$ cat config.mk
export PLATFORM = sky130hd
export DESIGN_NAME = mat_uart_formatter
export DESIGN_NICKNAME = d
export VERILOG_FILES = /design/src/rtl/mat_pkg.sv /design/src/rtl/mat_sync_fifo.sv /design/src/rtl/mat_uart_formatter.sv
export SDC_FILE = /design/constraint.sdc
export NUM_CORES = 1
export LEC_CHECK = 0
export BUFFER_PORTS_ARGS = -buffer_cell sky130_fd_sc_hd__buf_2
export CAP_MARGIN = 20
export CORE_UTILIZATION = 45
export DETAILED_ROUTE_END_ITERATION = 16
export GPL_TIMING_DRIVEN = 0
export HOLD_SLACK_MARGIN = 0.1
export SYNTH_ARGS = -nofsm -noshare
export SYNTH_HDL_FRONTEND = slang
export SYNTH_SLANG_ARGS = --single-unit
export TNS_END_PERCENT = 1
$ cat constraint.sdc
create_clock -name clk -period 13.2 [get_ports clk]
set_input_delay 3.96 -clock clk [delete_from_list [all_inputs] [get_ports clk]]
set_output_delay 3.96 -clock clk [all_outputs]
set_load 0.005 [all_outputs]
$ cat src/rtl/mat_pkg.sv
// Shared definitions for the matrix text formatter: ASCII codes, FSM states,
// default FIFO depth and the binary-to-BCD helper.
package mat_pkg;

  localparam int DEF_FIFO_DEPTH = 64;

  localparam logic [7:0] ASCII_0  = 8'h30;
  localparam logic [7:0] ASCII_SP = 8'h20;
  localparam logic [7:0] ASCII_CR = 8'h0D;
  localparam logic [7:0] ASCII_LF = 8'h0A;

  typedef enum logic [2:0] {
    IDLE,
    LOAD,
    DIGIT,
    SEP,
    LF
  } fmt_state_e;

  // Double-dabble: {hundreds, tens, units}, exact for 0..255.
  function automatic logic [11:0] bin2bcd(input logic [7:0] bin);
    logic [19:0] sr;
    sr = {12'd0, bin};
    for (int i = 0; i < 8; i++) begin
      if (sr[11:8]  >= 4'd5) sr[11:8]  = sr[11:8]  + 4'd3;
      if (sr[15:12] >= 4'd5) sr[15:12] = sr[15:12] + 4'd3;
      if (sr[19:16] >= 4'd5) sr[19:16] = sr[19:16] + 4'd3;
      sr = sr << 1;
    end
    return sr[19:8];
  endfunction

endpackage

$ cat src/rtl/mat_sync_fifo.sv
// Single-clock FIFO with first-word-fall-through read data. The caller
// guarantees no pop when empty and no push when full unless popping.
module mat_sync_fifo #(
  parameter int WIDTH = 8,
  parameter int DEPTH = 64,
  localparam int AW   = $clog2(DEPTH)
) (
  input  logic             clk,
  input  logic             rst,
  input  logic             push,
  input  logic [WIDTH-1:0] wr_data,
  input  logic             pop,
  output logic [WIDTH-1:0] rd_data,
  output logic             full,
  output logic             empty,
  output logic [AW:0]      count
);

  logic [WIDTH-1:0] mem [DEPTH];
  logic [AW-1:0]    wr_ptr;
  logic [AW-1:0]    rd_ptr;

  // NOTE: storage is deliberately not reset; only pointers and count are,
  // which keeps the array a plain RAM and makes stale contents unreachable.
  always_ff @(posedge clk) begin
    if (push) mem[wr_ptr] <= wr_data;
  end

  always_ff @(posedge clk or posedge rst) begin
    if (rst) begin
      wr_ptr <= '0;
      rd_ptr <= '0;
      count  <= '0;
    end else begin
      if (push) wr_ptr <= wr_ptr + 1'b1;
      if (pop)  rd_ptr <= rd_ptr + 1'b1;
      case ({push, pop})
        2'b10:   count <= count + 1'b1;
        2'b01:   count <= count - 1'b1;
        default: count <= count;
      endcase
    end
  end

  assign rd_data = mem[rd_ptr];
  assign full    = (count == (AW+1)'(DEPTH));
  assign empty   = (count == '0);

endmodule

$ cat src/rtl/mat_uart_formatter.sv
// Renders the element stream as ASCII decimal rows (space separated, CR LF
// per row) onto a valid/ready byte port. Define MAT_FMT_PAD_EN for fixed
// 3-character right-aligned fields instead of leading-zero suppression.
module mat_uart_formatter
  import mat_pkg::*;
#(
  parameter int DATA_WIDTH = 8,
  parameter int FIFO_DEPTH = DEF_FIFO_DEPTH
) (
  input  logic                  clk,
  input  logic                  rst,
  input  logic                  in_valid,
  input  logic [DATA_WIDTH-1:0] in_elem,
  input  logic                  in_row_end,
  input  logic                  in_last,
  output logic                  tx_valid,
  output logic [7:0]            tx_data,
  input  logic                  tx_ready,
  output logic                  busy,
  output logic                  frame_done,
  output logic                  overflow
);

  localparam int AW = $clog2(FIFO_DEPTH);

  typedef struct packed {
    logic                  last;
    logic                  row_end;
    logic [DATA_WIDTH-1:0] elem;
  } entry_t;

  entry_t     fifo_wr;
  entry_t     fifo_rd;
  logic       fifo_push;
  logic       fifo_pop;
  logic       fifo_full;
  logic       fifo_empty;
  logic [AW:0] fifo_count;

  fmt_state_e state;
  fmt_state_e state_next;
  entry_t     elem_q;
  logic [11:0] digits_q;
  logic [1:0]  idx_q;
  logic [11:0] bcd;
  logic [1:0]  first_idx;
  logic [3:0]  cur_digit;
  logic [7:0]  digit_char;
  logic        tx_accept;
`ifdef MAT_FMT_PAD_EN
  logic [1:0]  lead_q;
`endif

  // A pop frees a slot in the same cycle, so a push while full is still legal.
  assign fifo_pop  = (state == IDLE) && !fifo_empty;
  assign fifo_push = in_valid && (!fifo_full || fifo_pop);
  assign fifo_wr   = '{last: in_last, row_end: in_row_end, elem: in_elem};
  assign tx_accept = tx_valid && tx_ready;

  mat_sync_fifo #(
    .WIDTH (DATA_WIDTH + 2),
    .DEPTH (FIFO_DEPTH)
  ) u_fifo (
    .clk     (clk),
    .rst     (rst),
    .push    (fifo_push),
    .wr_data (fifo_wr),
    .pop     (fifo_pop),
    .rd_data (fifo_rd),
    .full    (fifo_full),
    .empty   (fifo_empty),
    .count   (fifo_count)
  );

  always_comb begin
    bcd = bin2bcd(8'(elem_q.elem));
    if (bcd[11:8] != 4'd0)     first_idx = 2'd0;
    else if (bcd[7:4] != 4'd0) first_idx = 2'd1;
    else                       first_idx = 2'd2;
  end

  always_comb begin
    case (idx_q)
      2'd0:    cur_digit = digits_q[11:8];
      2'd1:    cur_digit = digits_q[7:4];
      default: cur_digit = digits_q[3:0];
    endcase
    digit_char = ASCII_0 + {4'd0, cur_digit};
`ifdef MAT_FMT_PAD_EN
    if (idx_q < lead_q) digit_char = ASCII_SP;
`endif
  end

  // NOTE: every output of this block gets a default before the case, so no
  // path through it can leave a value unassigned and infer a latch.
  always_comb begin
    state_next = state;
    tx_valid   = 1'b0;
    tx_data    = 8'h00;
    case (state)
      IDLE:  if (!fifo_empty) state_next = LOAD;
      LOAD:  state_next = DIGIT;
      DIGIT: begin
        tx_valid = 1'b1;
        tx_data  = digit_char;
        if (tx_ready && idx_q == 2'd2) state_next = SEP;
      end
      SEP: begin
        tx_valid = 1'b1;
        tx_data  = elem_q.row_end ? ASCII_CR : ASCII_SP;
        if (tx_ready) state_next = elem_q.row_end ? LF : IDLE;
      end
      LF: begin
        tx_valid = 1'b1;
        tx_data  = ASCII_LF;
        if (tx_ready) state_next = IDLE;
      end
      default: state_next = IDLE;
    endcase
  end

  always_ff @(posedge clk or posedge rst) begin
    if (rst) begin
      state      <= IDLE;
      elem_q     <= '0;
      digits_q   <= '0;
      idx_q      <= '0;
`ifdef MAT_FMT_PAD_EN
      lead_q     <= '0;
`endif
      frame_done <= 1'b0;
      overflow   <= 1'b0;
      busy       <= 1'b0;
    end else begin
      state <= state_next;
      if (fifo_pop) elem_q <= fifo_rd;
      if (state == LOAD) begin
        digits_q <= bcd;
`ifdef MAT_FMT_PAD_EN
        idx_q    <= 2'd0;
        lead_q   <= first_idx;
`else
        idx_q    <= first_idx;
`endif
      end else if (state == DIGIT && tx_accept) begin
        idx_q <= idx_q + 2'd1;
      end
      // The final byte of a frame is the space, or the LF when the row ends.
      frame_done <= tx_accept && elem_q.last &&
                    ((state == SEP && !elem_q.row_end) || state == LF);
      overflow   <= overflow | (in_valid && fifo_full && !fifo_pop);
      busy       <= fifo_push || (state != IDLE) || (fifo_count != '0);
    end
  end

endmodule
==> reports/summary.md <==
For this run, the slowest stage of the critical path takes 0.49 ns. The tools report the number of nets still failing antenna checks after routing as 0. The count of final max-slew check failures was 0.

Count of warnings emitted by yosys: 0. In this run, the number of DRC markers left after iteration 0 of detailed routing was 1215. CTS placed an instance of sky130_fd_sc_hd__clkbuf_16 at the clock tree root. Entering global routing, the biggest net connects 65 pins.

Main combinational cell family by area after synthesis: multiplexers. The floorplan has 90 rows. The run gives 0 as the number of failing hold endpoints at the final stage.

Timing would allow up to 165 MHz. From bottom edge to top edge, the die measures 250 um. The worst setup path is captured at an output pin. Clock-pin slew was measured on the worst setup and hold paths at 0.06 ns. In this run the register-to-register setup slack is 7.80 ns. The logs give 127 uV for the worst IR drop on VDD and 1514 for the net count of the finished layout.

The total global routing track utilization was 0.209. The XOR/XNOR share of the synthesized area was 0.00854. The worst max-slew margin expressed relative to the limit is 0.242. The standard cell with the maximum stage delay on the critical path was sky130_fd_sc_hd__or3b_2. Once the clock tree was built, the setup fixing pass inserted 0 buffers.

Summed over all cells, the static leakage comes to 10.2 nW. The area fraction in and, or, nand and nor cells after synthesis works out to 0.0325. The H-tree was split into 3 levels.

On the final layout, the worst clock skew is 0.0200 ns. After routing the design area is 31600 um2. The synthesized-area fraction occupied by adder cells came out at 0.0102. Routability-driven placement finished with a final weighted congestion of 0.810. At the worst endpoint, the arrival time is 2.09 ns. Across the run, the number of max-cap violations was 0. The floorplan step defined a die boundary enclosing 62500 um2. Traced cell by cell, the critical path runs through inv_1 > ha_1 > or3b_2 > a21oi_1 > buf_2. The ratio of routed vias to standard cells came out at 5.79. Buffers inserted during clock tree synthesis total 73.

TritonCTS built the clock tree. The slew at the pin with the worst max-slew slack works out to 1.13 ns. The post-synthesis compound-gate area fraction was 0.0225.

The number of synthesized flops with an enable pin is 640, and the total power is 7.47 mW. The die boundary width is 250 um, and the cts-stage hold buffer count is 0. The initial antenna violation count came out at 4. After technology mapping, the gate count stands at 1344. For this run, the detailed router's first-pass iteration total came to 5.

For this block, the via count after detailed routing is 13400. The combined area of all synthesized cells is 27700 um2. Type of the most critical hold path: flop to flop. For this run the aggregate overflow at the end of global routing stands at 0. The clock drives 687 sinks. The tools report the wire length of the first global-routing pass as 93700 um. For the maximum number of buffers from clock root to sink, the log shows 3. The tools report the number of gates resized after cts as 0. DRC violation count after routing: 0.

After synthesis, the netlist uses 68 different library cells. The power density over the cells is 237 nW/um2. In the final timing run, aggregate negative setup slack is 0 ns. The initial core utilization is 0.457, and the worst path required time is 9.24 ns. The number of setup violations in the final report is 0, and the proportion of register bits with asynchronous set or reset after synthesis is 0.0684. The share of synthesized area spent on multiplexers was 0.176.

Input and output buffers added on the ports amount to 23. The logs give 13800 for the via count of the first global-routing pass and 41600 um for the placed wire-length estimate. Share of cells above drive strength 1: 0.258. For this design the top-level I/O count stands at 26.

The flow ran to the end, and the final reports show no timing, DRC or antenna violations. The critical path is of the flop to output pin type. Compared with the post-synthesis result, the final layout area differs by 14.0%. The run gives 0.61 ns as the clock latency at the later pin of the worst-skew pair.

The logs give 0.736 for the register area share after synthesis and 63400 um for the total routed wirelength. The most used flip-flop cell after synthesis is sky130_fd_sc_hd__edfxtp_1. The worst path in the final design needs a cycle of 6.05 ns, including I/O delays and setup. Of all nets on the critical path, the largest fanout is 5.

In the final routed layout, each cell accounts on average for 27.4 um. Setup repair after global routing left no endpoint under its margin. Summing all placed instances gives a cell area of 29000 um2. The average instance in the mapped netlist occupies 20.6 um2.

The placeable core region was 60600 um2. STA classifies the critical path startpoint as a flop. In this run, synthesis produced a sequential element count of 687. Final worst-path cycle share: 0.458.
logic make-up (layout without fill, tap and decap cells):
logic type	count (synthesis)	in the layout
mux	222	222
simple gates	199	199
compound gates	90	90
fa+ha+maj	22	22
other cells	1	3
buf+inv	99	288
flops	687	687
xor+xnor	24	24
per-stage QoR:
| step | std cells | hold slack, ns | setup slack, ns | utilization |
|---|---|---|---|---|
| 2_1_floorplan | 1345 | 0.438 | 7.46 | - |
| 6_report | 2317 | 0.479 | 7.15 | 0.521 |
| 3_5_place_dp | 2160 | 0.468 | 6.59 | 0.478 |
| 4_1_cts | 2291 | 0.483 | 7.11 | 0.516 |
| 3_3_place_gp | 2150 | 0.465 | 6.50 | 0.475 |
| 5_1_grt | 2316 | 0.524 | 7.03 | 0.521 |
cell usage in the layout, fill, tap and decap left out, types with 9 or more instances in the layout:
cell type                   instances
sky130_fd_sc_hd__clkbuf_16         76
sky130_fd_sc_hd__clkinv_1          12
sky130_fd_sc_hd__dfrtp_1           47
sky130_fd_sc_hd__nand3_1           13
sky130_fd_sc_hd__ha_1              21
sky130_fd_sc_hd__buf_2             26
sky130_fd_sc_hd__inv_1             24
sky130_fd_sc_hd__buf_12            11
sky130_fd_sc_hd__mux4_2           210
sky130_fd_sc_hd__buf_4             15
sky130_fd_sc_hd__nand3b_1           9
sky130_fd_sc_hd__o21ai_0           21
sky130_fd_sc_hd__clkbuf_1          64
sky130_fd_sc_hd__edfxtp_1         640
sky130_fd_sc_hd__a21oi_1           17
sky130_fd_sc_hd__clkinv_2          12
sky130_fd_sc_hd__nor2_1            94
sky130_fd_sc_hd__nand2_1           50
sky130_fd_sc_hd__xnor2_1           18
sky130_fd_sc_hd__buf_1             24
area by class of cell:
type,instances,area (um2)
fillers,4712,29000
multi-input cells,559,6920
plain buffers,73,285
diodes,1,2.50
inverters,26,97.6
clock buffers,98,2000
well taps,782,978
clock inverters,33,298
flip-flops and latches,687,20400
repair buffers,58,584
final timing paths:
kind	startpoint	end	cells past startpoint
min in group asynchronous	rst	u_fifo.count[2]	2
setup reg to reg	elem_q[5]	idx_q[1]	25
setup / recovery	idx_q[0]	tx_data[2]	5
hold / removal	bcd[0]	bcd[0]	2
max in group asynchronous	rst	u_fifo.wr_ptr[3]	3
hold reg to reg	bcd[0]	bcd[0]	2
worst max-delay path, delay by kind of cell, from the launching register on:
| family | cells | cell delay [ns] |
|---|---|---|
| and+or+nand+nor | 1 | 0.49 |
| DFF | 1 | 0.39 |
| adders and majority gates | 1 | 0.26 |
| buffers and inverters | 2 | 0.22 |
| AOI/OAI and AO/OA | 1 | 0.15 |
cell usage after synthesis, types with 2 or more instances:
| library cell | instances | area (um2) |
|---|---|---|
| sky130_fd_sc_hd__nand2_1 | 50 | 188 |
| sky130_fd_sc_hd__ha_1 | 21 | 263 |
| sky130_fd_sc_hd__nand4_1 | 2 | 12.5 |
| sky130_fd_sc_hd__nand3b_1 | 9 | 67.6 |
| sky130_fd_sc_hd__buf_4 | 2 | 15.0 |
| sky130_fd_sc_hd__dfrtp_1 | 47 | 1180 |
| sky130_fd_sc_hd__a31oi_1 | 5 | 31.3 |
| sky130_fd_sc_hd__nor3b_1 | 3 | 22.5 |
| sky130_fd_sc_hd__o2111ai_1 | 2 | 17.5 |
| sky130_fd_sc_hd__mux4_2 | 210 | 4730 |
| sky130_fd_sc_hd__nand3_1 | 13 | 65.1 |
| sky130_fd_sc_hd__edfxtp_1 | 640 | 19200 |
| sky130_fd_sc_hd__or3_1 | 2 | 12.5 |
| sky130_fd_sc_hd__or3b_2 | 3 | 26.3 |
| sky130_fd_sc_hd__a22oi_1 | 2 | 15.0 |
| sky130_fd_sc_hd__and3_1 | 4 | 25.0 |
| sky130_fd_sc_hd__o21bai_1 | 2 | 15.0 |
| sky130_fd_sc_hd__a21oi_1 | 17 | 85.1 |
| sky130_fd_sc_hd__nor3_1 | 4 | 20.0 |
| sky130_fd_sc_hd__inv_1 | 25 | 93.8 |
| sky130_fd_sc_hd__a21o_1 | 5 | 37.5 |
| sky130_fd_sc_hd__and2_1 | 3 | 18.8 |
| sky130_fd_sc_hd__xnor2_1 | 18 | 158 |
| sky130_fd_sc_hd__clkbuf_1 | 44 | 165 |
| sky130_fd_sc_hd__a41o_1 | 2 | 20.0 |
| sky130_fd_sc_hd__mux2_2 | 6 | 67.6 |
| sky130_fd_sc_hd__o21a_1 | 4 | 30.0 |
| sky130_fd_sc_hd__nand2b_1 | 5 | 31.3 |
| sky130_fd_sc_hd__a21boi_1 | 3 | 22.5 |
| sky130_fd_sc_hd__xor2_1 | 4 | 35.0 |
| sky130_fd_sc_hd__o21ai_0 | 21 | 105 |
| sky130_fd_sc_hd__o21ai_1 | 3 | 15.0 |
| sky130_fd_sc_hd__mux2i_1 | 4 | 40.0 |
| sky130_fd_sc_hd__nor2_1 | 94 | 353 |
| sky130_fd_sc_hd__buf_1 | 24 | 90.1 |
| sky130_fd_sc_hd__a211o_1 | 2 | 17.5 |
| sky130_fd_sc_hd__buf_2 | 3 | 15.0 |
| sky130_fd_sc_hd__o22a_1 | 3 | 26.3 |
| sky130_fd_sc_hd__or2_2 | 2 | 12.5 |
| sky130_fd_sc_hd__o31ai_1 | 3 | 22.5 |
power breakdown:
| part | leakage [nW] | total (mW) | switching, mW | internal [mW] |
|---|---|---|---|---|
| combinational | 2.70 | 2.90 | 1.64 | 1.27 |
| sequential | 6.33 | 2.58 | 0.0617 | 2.52 |
| clock | 1.13 | 1.98 | 0.819 | 1.16 |
per-layer routing:
layer / vias to the layer above / global-route usage / routed length, um
met5: - / 0 / 0
met4: 0 / 0.0629 / 1690
met3: 94 / 0.0497 / 4280
met2: 408 / 0.331 / 30800
met1: 7134 / 0.289 / 26600
li1: 5791 / - / -
sequential cells by signal (all words and copies together) (netlist names):
signal	count
state	3
busy	1
u_fifo.rd_ptr	6
digits_q	10
u_fifo.mem	640
idx_q	2
elem_q	9
u_fifo.wr_ptr	6
bcd	1
u_fifo.count	7
overflow	1
frame_done	1
Note: power is estimated with default switching activity, not from simulation.
